--- config.mk ---
export PLATFORM = sky130hd
export DESIGN_NAME = ad9122_spi_master
export DESIGN_NICKNAME = d
export VERILOG_FILES = /design/src/rtl/ad9122_spi_pkg.sv /design/src/rtl/ad9122_spi_tick.sv /design/src/rtl/ad9122_spi_master.sv
export SDC_FILE = /design/constraint.sdc
export NUM_CORES = 1
export LEC_CHECK = 0
export BUFFER_PORTS_ARGS = -buffer_cell sky130_fd_sc_hd__buf_4
export CAP_MARGIN = 5
export CORE_MARGIN = 2
export CORE_UTILIZATION = 40
export DETAILED_ROUTE_END_ITERATION = 12
export PLACE_DENSITY = 0.65
export SLEW_MARGIN = 5
export SYNTH_ARGS = -nofsm -noshare
export SYNTH_HDL_FRONTEND = slang
export SYNTH_SLANG_ARGS = --single-unit
--- constraint.sdc ---
create_clock -name clk_i -period 1.77 [get_ports clk_i]
set_clock_uncertainty 0.15 [all_clocks]
set_input_delay 0 -clock clk_i [delete_from_list [all_inputs] [get_ports clk_i]]
set_output_delay 0 -clock clk_i [all_outputs]
set_load 0.02 [all_outputs]
--- src/rtl/ad9122_spi_pkg.sv ---
`default_nettype none
// ============================================================================
//  Module   : ad9122_spi_pkg
//  Purpose  : Shared types and constants for the AD9122 SPI master: FSM state
//             encoding, word layout, SCLK edge indices and counter-width helpers.
//  Ports    : none (package)
//  Revision : 1.0 - initial release
// ============================================================================
package ad9122_spi_pkg;

    // Transaction phases, in the order a word walks through them.
    typedef enum logic [2:0] {
        ST_IDLE  = 3'd0,
        ST_SETUP = 3'd1,
        ST_SHIFT = 3'd2,
        ST_HOLD  = 3'd3,
        ST_GAP   = 3'd4
    } state_e;

    // Word layout: [15]=R/W (1=read), [14:8]=register address, [7:0]=data.
    localparam int WORD_BITS     = 16;
    localparam int RW_BIT        = 15;
    localparam int RD_BITS       = 8;
    // First SCLK rise (1-based) on which the device drives read data.
    localparam int RD_FIRST_EDGE = 9;

    // SCLK edges per word: 16 rises + 16 falls, numbered 0..31.
    localparam int EDGE_W = $clog2(2 * WORD_BITS);

    // Edge counter is even before a rise and odd before a fall.
    // Rise k (1-based) is edge 2*(k-1); fall k is edge 2*k-1.
    localparam logic [EDGE_W-1:0] RD_RISE_FIRST = EDGE_W'(2 * (RD_FIRST_EDGE - 1));
    // Fall after which the data byte begins; from here SDIO is forced low on reads.
    localparam logic [EDGE_W-1:0] RD_FALL_FIRST = EDGE_W'(2 * (RD_FIRST_EDGE - 1) - 1);
    localparam logic [EDGE_W-1:0] LAST_EDGE     = EDGE_W'(2 * WORD_BITS - 1);

    // Bits needed to hold values 0..max_val (at least one bit).
    function automatic int cnt_w(input int max_val);
        return (max_val < 2) ? 1 : $clog2(max_val + 1);
    endfunction

    function automatic int max_int(input int a, input int b);
        return (a > b) ? a : b;
    endfunction

endpackage : ad9122_spi_pkg
`default_nettype wire

--- src/rtl/ad9122_spi_tick.sv ---
`default_nettype none
// ============================================================================
//  Module   : ad9122_spi_tick
//  Purpose  : SCLK timing generator. Divides clk_i by CLK_DIV while enabled and
//             emits one strobe per SCLK half-period, tagged as rise or fall, plus
//             the index (0..31) of the edge about to be produced.
//  Ports    : clk_i        system clock
//             rst_i        synchronous reset, active-high
//             en_i         count while high (SHIFT phase)
//             clr_i        restart divider and edge index (entry to SHIFT)
//             rise_tick_o  next clock edge should raise SCLK
//             fall_tick_o  next clock edge should lower SCLK
//             edge_cnt_o   index of the edge the current strobe produces
//  Revision : 1.0 - initial release
// ============================================================================
module ad9122_spi_tick
    import ad9122_spi_pkg::*;
#(
    parameter int CLK_DIV = 4
) (
    input  logic              clk_i,
    input  logic              rst_i,
    input  logic              en_i,
    input  logic              clr_i,
    output logic              rise_tick_o,
    output logic              fall_tick_o,
    output logic [EDGE_W-1:0] edge_cnt_o
);

    localparam int              DIV_W    = cnt_w(CLK_DIV - 1);
    localparam logic [DIV_W-1:0] DIV_LAST = DIV_W'(CLK_DIV - 1);

    logic [DIV_W-1:0]  div_q,  div_d;
    logic [EDGE_W-1:0] edge_q, edge_d;
    logic              tick;

    // Strobe on the last cycle of each half-period so the SCLK register
    // toggles exactly CLK_DIV cycles after the previous toggle (or after clear).
    assign tick = en_i && (div_q == DIV_LAST);

    always_comb begin
        div_d  = div_q;
        edge_d = edge_q;
        if (clr_i) begin
            div_d  = '0;
            edge_d = '0;
        end else if (en_i) begin
            if (tick) begin
                div_d  = '0;
                edge_d = edge_q + 1'b1;
            end else begin
                div_d  = div_q + 1'b1;
            end
        end
    end

    always_ff @(posedge clk_i) begin
        if (rst_i) begin
            div_q  <= '0;
            edge_q <= '0;
        end else begin
            div_q  <= div_d;
            edge_q <= edge_d;
        end
    end

    assign rise_tick_o = tick && !edge_q[0];
    assign fall_tick_o = tick &&  edge_q[0];
    assign edge_cnt_o  = edge_q;

endmodule : ad9122_spi_tick
`default_nettype wire

--- src/rtl/ad9122_spi_master.sv ---
`default_nettype none
// ============================================================================
//  Module   : ad9122_spi_master
//  Purpose  : Shifts one 16-bit config word per CONFIG_EN handshake MSB-first
//             onto the AD9122 4-wire SPI port and returns the read byte for
//             read words. Pulses config_end_o once CS_N is back high.
//  Ports    : clk_i          system clock
//             rst_i          synchronous reset, active-high
//             config_en_i    level request; word valid while high
//             config_data_i  config word, sampled on accept only
//             config_end_o   1-cycle pulse: word done, CS_N high
//             busy_o         high from accept until the CS gap has elapsed
//             rd_data_o      last read byte, held until the next read
//             rd_valid_o     1-cycle pulse with config_end_o on read words
//             spi_cs_n_o     chip select, active-low
//             spi_sclk_o     serial clock, idle low
//             spi_sdio_o     serial data to device
//             spi_sdo_i      serial data from device
//  Revision : 1.0 - initial release
// ============================================================================
module ad9122_spi_master
    import ad9122_spi_pkg::*;
#(
    parameter int CLK_DIV  = 4,   // clk cycles per SCLK half-period (>=1)
    parameter int CS_SETUP = 2,   // CS_N fall to SCLK activity (>=1)
    parameter int CS_HOLD  = 2,   // last SCLK fall to CS_N rise (>=1)
    parameter int CS_GAP   = 4    // minimum CS_N high time between words (>=1)
) (
    input  logic                 clk_i,
    input  logic                 rst_i,
    input  logic                 config_en_i,
    input  logic [WORD_BITS-1:0] config_data_i,
    output logic                 config_end_o,
    output logic                 busy_o,
    output logic [RD_BITS-1:0]   rd_data_o,
    output logic                 rd_valid_o,
    output logic                 spi_cs_n_o,
    output logic                 spi_sclk_o,
    output logic                 spi_sdio_o,
    input  logic                 spi_sdo_i
);

    // One phase counter serves SETUP, HOLD and GAP; size it for the longest.
    localparam int PH_MAX = max_int(max_int(CS_SETUP - 1, CS_HOLD), CS_GAP - 1);
    localparam int PH_W   = cnt_w(PH_MAX);

    localparam logic [PH_W-1:0] PH_SETUP_LAST = PH_W'(CS_SETUP - 1);
    localparam logic [PH_W-1:0] PH_HOLD_LAST  = PH_W'(CS_HOLD);
    localparam logic [PH_W-1:0] PH_GAP_LAST   = PH_W'(CS_GAP - 1);

    state_e                 state_q;
    logic                   armed_q;
    logic [PH_W-1:0]        ph_cnt_q;
    // Bits still to be sent after the current one; bit 15 goes out on accept.
    logic [WORD_BITS-2:0]   sh_q;
    logic                   rd_q;
    logic [RD_BITS-1:0]     rd_sr_q;

    logic                   cs_n_q;
    logic                   sclk_q;
    logic                   sdio_q;
    logic                   end_q;
    logic                   rd_valid_q;
    logic [RD_BITS-1:0]     rd_data_q;
    logic                   busy_q;

    logic                   setup_done;
    logic                   rise_tick;
    logic                   fall_tick;
    logic [EDGE_W-1:0]      edge_cnt;

    assign setup_done = (state_q == ST_SETUP) && (ph_cnt_q == PH_SETUP_LAST);

    // Divider restarts on the same edge that enters SHIFT, so the first
    // SCLK rise lands CLK_DIV cycles into the phase.
    ad9122_spi_tick #(
        .CLK_DIV (CLK_DIV)
    ) u_tick (
        .clk_i       (clk_i),
        .rst_i       (rst_i),
        .en_i        (state_q == ST_SHIFT),
        .clr_i       (setup_done),
        .rise_tick_o (rise_tick),
        .fall_tick_o (fall_tick),
        .edge_cnt_o  (edge_cnt)
    );

    always_ff @(posedge clk_i) begin
        if (rst_i) begin
            state_q    <= ST_IDLE;
            armed_q    <= 1'b1;
            ph_cnt_q   <= '0;
            sh_q       <= '0;
            rd_q       <= 1'b0;
            rd_sr_q    <= '0;
            cs_n_q     <= 1'b1;
            sclk_q     <= 1'b0;
            sdio_q     <= 1'b0;
            end_q      <= 1'b0;
            rd_valid_q <= 1'b0;
            rd_data_q  <= '0;
            busy_q     <= 1'b0;
        end else begin
            end_q      <= 1'b0;
            rd_valid_q <= 1'b0;

            // A request level that stays high across END must not replay the
            // word: the requester has to drop EN for a cycle to re-arm.
            if (!config_en_i) begin
                armed_q <= 1'b1;
            end

            unique case (state_q)
                ST_IDLE: begin
                    if (config_en_i && armed_q) begin
                        armed_q  <= 1'b0;
                        sh_q     <= config_data_i[WORD_BITS-2:0];
                        rd_q     <= config_data_i[RW_BIT];
                        rd_sr_q  <= '0;
                        cs_n_q   <= 1'b0;
                        sdio_q   <= config_data_i[WORD_BITS-1];
                        busy_q   <= 1'b1;
                        ph_cnt_q <= '0;
                        state_q  <= ST_SETUP;
                    end
                end

                ST_SETUP: begin
                    if (setup_done) begin
                        ph_cnt_q <= '0;
                        state_q  <= ST_SHIFT;
                    end else begin
                        ph_cnt_q <= ph_cnt_q + 1'b1;
                    end
                end

                ST_SHIFT: begin
                    if (rise_tick) begin
                        sclk_q <= 1'b1;
                        // Sample SDO on the same edge the device sees its rise;
                        // the device changes SDO after the preceding fall.
                        if (rd_q && (edge_cnt >= RD_RISE_FIRST)) begin
                            rd_sr_q <= {rd_sr_q[RD_BITS-2:0], spi_sdo_i};
                        end
                    end
                    if (fall_tick) begin
                        sclk_q <= 1'b0;
                        sh_q   <= {sh_q[WORD_BITS-3:0], 1'b0};
                        // During the data byte of a read the device owns the
                        // data phase, so keep our line quiet.
                        if (rd_q && (edge_cnt >= RD_FALL_FIRST)) begin
                            sdio_q <= 1'b0;
                        end else begin
                            sdio_q <= sh_q[WORD_BITS-2];
                        end
                        if (edge_cnt == LAST_EDGE) begin
                            ph_cnt_q <= '0;
                            state_q  <= ST_HOLD;
                        end
                    end
                end

                ST_HOLD: begin
                    if (ph_cnt_q == PH_HOLD_LAST) begin
                        cs_n_q   <= 1'b1;
                        end_q    <= 1'b1;
                        if (rd_q) begin
                            rd_valid_q <= 1'b1;
                            rd_data_q  <= rd_sr_q;
                        end
                        ph_cnt_q <= '0;
                        state_q  <= ST_GAP;
                    end else begin
                        ph_cnt_q <= ph_cnt_q + 1'b1;
                    end
                end

                ST_GAP: begin
                    if (ph_cnt_q == PH_GAP_LAST) begin
                        busy_q   <= 1'b0;
                        ph_cnt_q <= '0;
                        state_q  <= ST_IDLE;
                    end else begin
                        ph_cnt_q <= ph_cnt_q + 1'b1;
                    end
                end

                default: begin
                    state_q <= ST_IDLE;
                end
            endcase
        end
    end

    assign config_end_o = end_q;
    assign busy_o       = busy_q;
    assign rd_data_o    = rd_data_q;
    assign rd_valid_o   = rd_valid_q;
    assign spi_cs_n_o   = cs_n_q;
    assign spi_sclk_o   = sclk_q;
    assign spi_sdio_o   = sdio_q;

endmodule : ad9122_spi_master
`default_nettype wire

==> flow_summary_export.csv <==
group,metric,value,unit
synth,synth_top_area_frac,0.435,
synth,synth_top_cell_by_area,"dfxtp_1",
timing,rsz0062_at_grt,"yes",
power,irDropWorstVdd,601,uV
timing,period_needed,1.72,ns
grt,antenna_found_initial,0,
synth,synth_cell_type_count,44,
clock_network,cts_buffers,5,
synth,synth.avg_cell_area,9.17,um2
power,netSwitchingFraction,0.253,
detailed_routing,first_pass_iters,4,
floorplanning,die_h,80.6,um
cells_and_area,final_cell_area,0.00320,mm2
timing,period_share,0.971,
synth,syn_inst,256,
worst_setup_path,critPathCaptureType,"flop",
timing,finalSetupViolations,0,
place,portBuffers,33,
worst_setup_path,cp_slowest_cell,"dfxtp_2",
synth,syn-cell-area,0.00235,mm2
cells_and_area,layout.nets,350,
clock_network,cts_buffer_depth,2,
run_status,status,"finished, final reports clean",
cells_and_area,drive_above_1_share,0.286,
synth,synthTopCellsByArea,"dfxtp_1 43%, nand2_1 6.6%, nor2_1 5.1%",
detailed_routing,drtIter0Drc,104,
power,powerDensity,765,mW/mm2
power,p_seq_frac,0.508,
detailed_routing,num_vias,1978,
clock_network,path_clk_slew,0.10,ns
power,power,2.44,mW
grt,grt_pass1_vias,1762,
clock_network,cts_tree,"done",
worst_setup_path,cp_data_required_time,1.86,ns
place,gp_congestion,0.867,
place,dp.final_hpwl,3340,um
floorplanning,io_pins,34,
worst_setup_path,critical_path_arrival,1.80,ns
floorplanning,fp-row-count,27,
clock_network,cts_root_buffer,"clkbuf_8",
job,drv_cap,0,
power,p_leak,1.35,nW
timing,slew_viol_final,0,
worst_setup_path,path_class,"reg -> reg",
power,p_sw,0.619,mW
power,p_int,1.83,mW
clock_network,htreeDepth,2,
power,p_comb_frac,0.153,
floorplanning,die-area,0.00650,mm2
clock_network,clock_latency,0.30,ns
place,dpl_cell_area,0.00278,mm2
detailed_routing,drc,0,
worst_hold_path,hold_path.class,"in -> reg",
synth,async_reset_ff_frac,0,
worst_setup_path,worstPathMaxFanout,2,
cells_and_area,diodes,0,
detailed_routing,wire_per_inst,12.7,um
worst_setup_path,cp_cell_sequence,"ha_4 > and3_4 > ha_4 > and3_4 > a221oi_4 > mux2i_1 > a21oi_1",
clock_network,cts_sinks,51,
synth,synth_warnings,0,
synth,yosys_register_bits,51,
worst_setup_path,critPathMaxStageDelay,0.34,ns
timing,fmax,582,MHz
timing,tightest_slew,0.415,ns
grt,overflow,0,
floorplanning,core_area,0.00557,mm2
grt,grt.total_usage,0.160,
grt,grt_max_degree,32,
floorplanning,initial_core_util,0.421,
power,p_clk_frac,0.339,
synth,ys.flop_type,"dfxtp_1",
detailed_routing,ant_nets,0,
synth,ys_seq_area_frac,0.435,
cells_and_area,syn2layout_area_growth,36.1,%
detailed_routing,vias_per_cell,5.02,
worst_setup_path,setup.worst_path.start_class,"flop",
floorplanning,die_x,80.6,um
synth,syn-num-nets,285,
synth,synth_edf_count,0,
detailed_routing,drt-total-wl,5020,um
grt,grt_pass1_wl,8120,um
timing,slew_headroom,0.722,
timing,final-hold-violation-count,0,
-- synthesized netlist by cell type (2+ instances only) --
cell and n:
a21oi_2 2, xor2_1 2, a311oi_1 9, dfxtp_1 51
nand2_1 41, a311oi_2 6, a31oi_1 3, o21ai_0 5
ha_1 9, nor2_1 32, mux2i_1 11, nand3_1 9
or3_1 2, nand2b_1 4, a21oi_1 10, inv_1 8
buf_6 5, a22o_1 8, o31ai_1 2, nand3b_1 3
buf_4 3, clkbuf_1 5, buf_2 4, and3_1 2
-- state kept, by name, indices dropped and copies added (netlist names), 2 cells and up --
register / cells
ph_cnt_q: 2
rd_data_o: 8
rd_sr_q: 8
sh_q: 15
state_q: 3
u_tick.div_q: 2
u_tick.edge_cnt_o: 5
-- layout by cell type (no fill, tap or decap), types with 2 or more instances in the layout --
master / count
a22o_1: 8
dfxtp_2: 7
or3_1: 2
dlygate4sd3_1: 19
buf_12: 4
inv_1: 8
nor2_1: 32
ha_1: 6
and3_4: 2
dfxtp_1: 44
a21oi_1: 10
a31oi_1: 3
o31ai_1: 2
clkbuf_8: 5
nand2_1: 41
mux2i_1: 11
a311oi_2: 6
buf_4: 51
xor2_1: 2
nand3b_1: 3
nand3_1: 9
ha_4: 2
a311oi_1: 9
o21ai_0: 5
nand2b_1: 4
-- metrics by stage --
stage / setup TNS (ns) / worst slack [ns] / instances / hold WS [ns] / utilization
after CTS: 0 / 0.00739 / 391 / 0.295 / 0.555
after detailed placement: -0.0475 / -0.0428 / 364 / 0.0738 / 0.498
after global placement: -0.0145 / -0.0145 / 364 / 0.0713 / 0.498
after global routing: -0.0169 / -0.0169 / 394 / 0.294 / 0.573
final: 0 / 0.0517 / 394 / 0.298 / 0.573
after floorplan: 0 / 0.00807 / 256 / -0.0782 / -
-- power groups by stage --
stage                     Combinational, mW  Clock [mW]  Sequential, mW
final                                 0.374       0.828            1.24
after floorplan                       0.209           0            1.26
after detailed placement              0.311           0            1.26
after CTS                             0.343       0.849            1.24
after global routing                  0.409       0.895            1.25
after global placement                0.305           0            1.26
-- final cells by class --
cell class / instances / area [um2]
Timing Repair Buffer: 75 / 678
Inverter: 8 / 30.0
Clock buffer: 5 / 68.8
Fill cell: 478 / 2380
Tap cell: 72 / 90.1
Sequential cell: 51 / 1030
Multi-Input combinational cell: 180 / 1250
Clock inverter: 3 / 46.3
-- logic make-up after synthesis --
family	share of synthesized area
muxes	0.0469
AOI/OAI and AO/OA	0.188
adders and majority gates	0.0479
buffers and inverters	0.0629
and+or+nand+nor	0.213
DFF	0.435
xor gates and xnor gates	0.00746
-- metal layers --
layer,wire length [um],global-route usage
met3,176,0.0337
met1,2490,0.207
met2,2310,0.264
met4,42,0.0508
met5,0,0
-- worst max-delay path: cells and delay by family (launching register included) --
kind	cells	cell delay (ns)
and+or+nand+nor	2	0.33
AOI/OAI and AO/OA	2	0.43
adders and majority gates	2	0.29
muxes	1	0.11
DFF	1	0.34
-- timing repair --
action,in CTS,in global routing
hold endpoints to repair,34,0
cloned,0,1
pin swaps,2,7
gates resized for setup,3,14
buffers inserted,0,2
endpoints found under the setup margin,2,17
hold buffers,19,0
-- path summary, 6_finish.rpt --
path                                           start              end  slack, ns  cells past startpoint
worst min-delay path                       spi_sdo_i       rd_sr_q[0]       0.30                      3
worst min register to register       u_tick.div_q[1]  u_tick.div_q[1]       0.32                      2
worst max register to register  u_tick.edge_cnt_o[1]      ph_cnt_q[0]       0.05                      7
worst max-delay path            u_tick.edge_cnt_o[1]      ph_cnt_q[0]       0.05                      7
(Power assumes the default switching activity.)
